==> src/rtl/chimera_wide_route_ctrl.sv <==
// chimera_wide_route_ctrl
// Control plane for the cluster's wide AXI out port. It sits beside the wide
// AXI demux and drives that demux's select inputs.
//
// What it does:
//   - Decodes each AW/AR address to an output port index. Port 0 is the
//     default SoC path; ports 1..NumRegions are the pass-through regions.
//   - Gates the AW/AR address handshakes.
//   - Counts outstanding writes and reads.
//   - Applies a change of bypass mode only after all in-flight wide traffic
//     has retired, so a select never changes under an outstanding
//     transaction.
//
// Ports:
//   clk_i, rst_ni           clock, asynchronous active-low reset
//   bypass_req_i            requested mode (1 = every transaction to port 0)
//   bypass_active_o         mode currently applied (registered)
//   switch_busy_o           drain/switch in progress (registered)
//   aw_valid_i, aw_addr_i   upstream AW request
//   aw_ready_o              upstream AW ready (gated, combinational)
//   aw_valid_o              downstream AW valid (gated, combinational)
//   aw_ready_i              downstream AW ready
//   aw_sel_o                AW port select (combinational)
//   ar_*                    same set for AR
//   b_done_i, r_done_i      one write / one read retired this cycle
//   aw_cnt_o, ar_cnt_o      outstanding writes / reads (registered)
//   err_o                   sticky: a retire was seen while the count was 0
module chimera_wide_route_ctrl #(
  parameter int unsigned AddrWidth  = 48,
  parameter int unsigned NumRegions = 2,
  parameter int unsigned MaxTxn     = 8,
  parameter logic [AddrWidth-1:0] RegionStart [NumRegions] = '{default: '0},
  parameter logic [AddrWidth-1:0] RegionEnd   [NumRegions] = '{default: '0},
  parameter int unsigned SelWidth   = $clog2(NumRegions + 1),
  parameter int unsigned CntWidth   = $clog2(MaxTxn + 1)
) (
  input  logic                 clk_i,
  input  logic                 rst_ni,
  input  logic                 bypass_req_i,
  output logic                 bypass_active_o,
  output logic                 switch_busy_o,
  input  logic                 aw_valid_i,
  input  logic [AddrWidth-1:0] aw_addr_i,
  output logic                 aw_ready_o,
  output logic                 aw_valid_o,
  input  logic                 aw_ready_i,
  output logic [SelWidth-1:0]  aw_sel_o,
  input  logic                 ar_valid_i,
  input  logic [AddrWidth-1:0] ar_addr_i,
  output logic                 ar_ready_o,
  output logic                 ar_valid_o,
  input  logic                 ar_ready_i,
  output logic [SelWidth-1:0]  ar_sel_o,
  input  logic                 b_done_i,
  input  logic                 r_done_i,
  output logic [CntWidth-1:0]  aw_cnt_o,
  output logic [CntWidth-1:0]  ar_cnt_o,
  output logic                 err_o
);

  localparam logic [CntWidth-1:0] CntMax = CntWidth'(MaxTxn);

  typedef enum logic [1:0] {
    StRun    = 2'd0,
    StDrain  = 2'd1,
    StSwitch = 2'd2
  } state_e;

  state_e state_q, state_d;

  logic aw_gate, ar_gate;
  logic aw_accept, ar_accept;

  // Region decode.
  // The lowest-indexed matching region wins.
  // An empty region (start >= end) never matches.
  function automatic logic [SelWidth-1:0] decode(input logic [AddrWidth-1:0] addr);
    logic [SelWidth-1:0] sel;
    sel = '0;
    for (int i = int'(NumRegions) - 1; i >= 0; i--) begin
      if ((RegionStart[i] < RegionEnd[i]) &&
          (addr >= RegionStart[i]) && (addr < RegionEnd[i])) begin
        sel = SelWidth'(i + 1);
      end
    end
    return sel;
  endfunction

  // In bypass mode every transaction goes to the default SoC port.
  assign aw_sel_o = bypass_active_o ? '0 : decode(aw_addr_i);
  assign ar_sel_o = bypass_active_o ? '0 : decode(ar_addr_i);

  // Handshake gating.
  // Traffic is closed outside RUN, and while a channel is at its outstanding limit.
  assign aw_gate    = (state_q == StRun) && (aw_cnt_o < CntMax);
  assign ar_gate    = (state_q == StRun) && (ar_cnt_o < CntMax);
  assign aw_valid_o = aw_valid_i & aw_gate;
  assign aw_ready_o = aw_ready_i & aw_gate;
  assign ar_valid_o = ar_valid_i & ar_gate;
  assign ar_ready_o = ar_ready_i & ar_gate;
  assign aw_accept  = aw_valid_i & aw_ready_i & aw_gate;
  assign ar_accept  = ar_valid_i & ar_ready_i & ar_gate;

  // Next-state logic for the mode-switch FSM.
  always_comb begin
    state_d = state_q;
    unique case (state_q)
      StRun: begin
        if (bypass_req_i != bypass_active_o) state_d = StDrain;
      end
      StDrain: begin
        // A withdrawn request cancels the drain without touching the mode.
        if (bypass_req_i == bypass_active_o)            state_d = StRun;
        else if ((aw_cnt_o == '0) && (ar_cnt_o == '0))  state_d = StSwitch;
      end
      StSwitch: state_d = StRun;
      default:  state_d = StRun;
    endcase
  end

  // State register plus registered mode and busy outputs.
  always_ff @(posedge clk_i or negedge rst_ni) begin
    if (!rst_ni) begin
      state_q         <= StRun;
      bypass_active_o <= 1'b0;
      switch_busy_o   <= 1'b0;
    end else begin
      state_q       <= state_d;
      switch_busy_o <= (state_d != StRun);
      if (state_q == StSwitch) bypass_active_o <= bypass_req_i;
    end
  end

  // Outstanding write counter.
  // An accept and a retire in the same cycle cancel out.
  always_ff @(posedge clk_i or negedge rst_ni) begin
    if (!rst_ni) begin
      aw_cnt_o <= '0;
    end else if (aw_accept && !b_done_i) begin
      aw_cnt_o <= aw_cnt_o + CntWidth'(1);
    end else if (!aw_accept && b_done_i && (aw_cnt_o != '0)) begin
      aw_cnt_o <= aw_cnt_o - CntWidth'(1);
    end
  end

  // Outstanding read counter.
  always_ff @(posedge clk_i or negedge rst_ni) begin
    if (!rst_ni) begin
      ar_cnt_o <= '0;
    end else if (ar_accept && !r_done_i) begin
      ar_cnt_o <= ar_cnt_o + CntWidth'(1);
    end else if (!ar_accept && r_done_i && (ar_cnt_o != '0)) begin
      ar_cnt_o <= ar_cnt_o - CntWidth'(1);
    end
  end

  // Sticky error.
  // Set when a retire arrives with nothing outstanding and no accept to pair it with.
  always_ff @(posedge clk_i or negedge rst_ni) begin
    if (!rst_ni) begin
      err_o <= 1'b0;
    end else if ((b_done_i && !aw_accept && (aw_cnt_o == '0)) ||
                 (r_done_i && !ar_accept && (ar_cnt_o == '0))) begin
      err_o <= 1'b1;
    end
  end

endmodule

==> config.mk <==
export PLATFORM = sky130hd
export DESIGN_NAME = chimera_wide_route_ctrl
export DESIGN_NICKNAME = d
export VERILOG_FILES = /design/src/rtl/chimera_wide_route_ctrl.sv
export SDC_FILE = /design/constraint.sdc
export NUM_CORES = 1
export LEC_CHECK = 0
export BUFFER_PORTS_ARGS = -buffer_cell sky130_fd_sc_hd__buf_4
export CAP_MARGIN = 25
export CELL_PAD_IN_SITES_DETAIL_PLACEMENT = 1
export CELL_PAD_IN_SITES_GLOBAL_PLACEMENT = 1
export CORE_UTILIZATION = 17
export CTS_CLUSTER_DIAMETER = 40
export DETAILED_ROUTE_END_ITERATION = 12
export PLACE_DENSITY_LB_ADDON = 0.2
export SLEW_MARGIN = 10
export SYNTH_ARGS = -nofsm -noshare
export SYNTH_HDL_FRONTEND = slang
export SYNTH_SLANG_ARGS = --single-unit
==> constraint.sdc <==
create_clock -name clk_i -period 2.45 [get_ports clk_i]
set_clock_uncertainty 0.15 [all_clocks]
set_input_delay 0.3675 -clock clk_i [delete_from_list [all_inputs] [get_ports clk_i]]
set_output_delay 0.3675 -clock clk_i [all_outputs]
set_load 0.01 [all_outputs]
==> flow_summary.toml <==
[run_status]
status = "finished clean"

[cells_and_area]
utilization_pct = 25.0
layout-drive-gt1-share_pct = 36.6
seq_area_um2 = 328
multiInputGateArea_um2 = 567
fillers = 636
diodes = 0
layout.nets = 235
areaGrowthSynthToFinish_pct = 39.9
fin_cells = 193

[worst_hold_path]
hp-class = "input pin to flip-flop"
holdPathStages = 2
min_from = "r_done_i"
whs_endpoint = "ar_cnt_o[2]"

[routing]
vias = 800
wl_per_cell_um = 13.1
ant_nets = 0
drc = 0
first_pass_iters = 4
drt_iter0_drc = 29
via_per_inst = 4.15
wirelength_um = 2530

[setup_path]
rr_endpoint = "aw_cnt_o[3]"
critPathArrivalTime_ps = 2370
required_ps = 2420
critPathKind = "flip-flop to flip-flop"
r2r-start = "state_q[0]"
reg2regPathDepth = 8
critPathSlowestCell = "dfrtp_1"
r2r_slack_ps = 60
cp-start-kind = "flip-flop"
critPathCaptureType = "flip-flop"
slowest_delay_ps = 470
critPathMaxFanout = 4
crit_chain = "nor4b_4, nand2_4, or2_4, ha_1, a21o_1, a21oi_2, a21bo_2, o211ai_2"

[global_route]
antenna_found_initial = 0
grt_max_degree = 14
overflow = 0
grt_pass1_wl_um = 4190
grt_pass1_vias = 867
grt_use_total_pct = 10.0

[yosys]
avgSynthCellArea_um2 = 10.4
yosysTopAreaCell = "dfrtp_1"
syn_area_um2 = 918
ys_seq_elements = 13
synth_most_common_cell = "dfrtp_1"
synth_cells = 88
yosys.area.top_type_share_pct = 35.4
ys_types = 37
async_flop_share_pct = 100
synthTopCellsByCount = "dfrtp_1, nand2_1, a31oi_1, mux2i_1, nand3_1"
yosysSeqAreaShare_pct = 35.4
synth_flop_cell = "dfrtp_1"
synth_edf_count = 0
ys_warn_count = 0
ys_top_cells_by_area = "dfrtp_1, ha_1, mux2i_1"

[cts]
cts_buffer_depth = 2
clk_pin_slew_ps = 60
clock-root-buffer = "clkbuf_8"
numCtsBuffers = 3
clock_latency_ps = 240
cts_tree = "done"
cts.sinks = 13
htreeDepth = 1

[die]
io_pins = 124
die_width_um = 75.5
initial_core_util_pct = 17.9
die_y_um = 75.5
row_count = 26
die-area_um2 = 5700
coreArea_um2 = 5140

[sta]
rsz0062_at_grt = "false"
slew_violations = 0
tightestPinTransition_ps = 670
hold_viol = 0
achievable-frequency_mhz = 418
min_period_ps = 2390
setup-violations-final = 0
hold_slack_ps = 212
slew-limit-headroom_pct = 54.9
fin_crit_sh_pct = 97.7

[power]
powerDensity_nw_per_um2 = 1100
vdd_drop_max_mv = 0.324
total_power_uw = 1410
leakagePower_uw = 0.000586

[placed_design]
place_inst = 187
io_buffer_count = 23
dp_hpwl_um = 1980
place_congestion = 0.751

[job]
drv_cap = 0
## critical path: cells and delay by family, from the launching register on
family | cells | cell delay, ps
AO/OA/AOI/OAI | 4 | 650
AND/OR/NAND/NOR | 3 | 720
adder cells (fa/ha/maj) | 1 | 290
flip-flops | 1 | 470
## logic make-up (layout without fill, tap and decap cells)
| logic type | count (synthesis) | count (layout) | share of synthesized area [%] |
|---|---|---|---|
| simple gates | 30 | 30 | 22.2 |
| compound gates | 19 | 19 | 15.0 |
| flops | 13 | 13 | 35.4 |
| mux | 7 | 7 | 7.90 |
| buf+inv | 7 | 39 | 4.50 |
| fa+ha+maj | 6 | 6 | 9.81 |
| xor+xnor | 5 | 5 | 4.77 |
| other cells | 1 | 4 | 0.408 |
## per-stage QoR
| stage | cell area, um^2 | TNS (ps) | setup slack, ps |
|---|---|---|---|
| global route | 1280 | 0 | 3.15 |
| CTS | 1280 | 0 | 62.1 |
| finish | 1280 | 0 | 56.5 |
| global placement | 1220 | 0 | 146 |
| floorplan | 935 | -6.84 | -6.84 |
| detailed placement | 1220 | 0 | 77.6 |
## state kept, by name (all words and copies together), names as in the netlist
signal and cells:
ar_cnt_o 4, aw_cnt_o 4, bypass_active_o 1, err_o 1, state_q 2, switch_busy_o 1
## cells in the final DEF (no fill, tap or decap), types with 3 or more instances in the layout
cell	Yosys	layout
conb_1	1	4
ha_1	4	4
nand3_1	5	5
mux2i_1	5	5
buf_4	4	32
dfrtp_1	13	11
a31oi_1	5	5
nand2_1	6	6
clkbuf_8	0	3
xor2_1	4	4
nor2_1	4	4
## worst max-delay path by stage
| stage | start | endpoint | slack [ps] | cells past startpoint |
|---|---|---|---|---|
| 2_1_floorplan | aw_cnt_o[3] | aw_cnt_o[3] | -7 | 8 |
| 3_3_place_gp | state_q[0] | aw_cnt_o[3] | 150 | 8 |
| 3_5_place_dp | state_q[0] | aw_cnt_o[3] | 80 | 8 |
| 4_1_cts | state_q[0] | aw_cnt_o[3] | 60 | 8 |
| 5_1_grt | state_q[0] | aw_cnt_o[3] | 3 | 8 |
| 6_report | state_q[0] | aw_cnt_o[3] | 60 | 8 |
## final cells by class
cell class                      count  share of cell area (%)
Multi-Input combinational cell     71                    44.1
Sequential cell                    13                    25.5
Timing Repair Buffer               33                    19.5
Tap cell                           70                    6.82
Clock buffer                        4                    3.51
Inverter                            2                   0.584
## power breakdown
group,internal (uW),switching (uW)
Combinational,402,376
Clock,115,84.9
Sequential,303,130
Total,820,591
## layer usage
layer,GRT usage (%),share of wire (%),up-vias
met5,0,0,-
met4,2.47,0.67,0
met3,2.78,5.1,2
met2,16.5,47,25
met1,13.1,47,383
li1,-,-,390
## what timing repair did
action                                 in CTS  in global routing
hold buffers                                1                  0
gates resized for setup                     0                  1
buffers inserted                            0                  1
setup endpoints to repair                   0                  2
endpoints found under the hold margin      13                  0
Note: power is estimated with default switching activity, not from simulation.
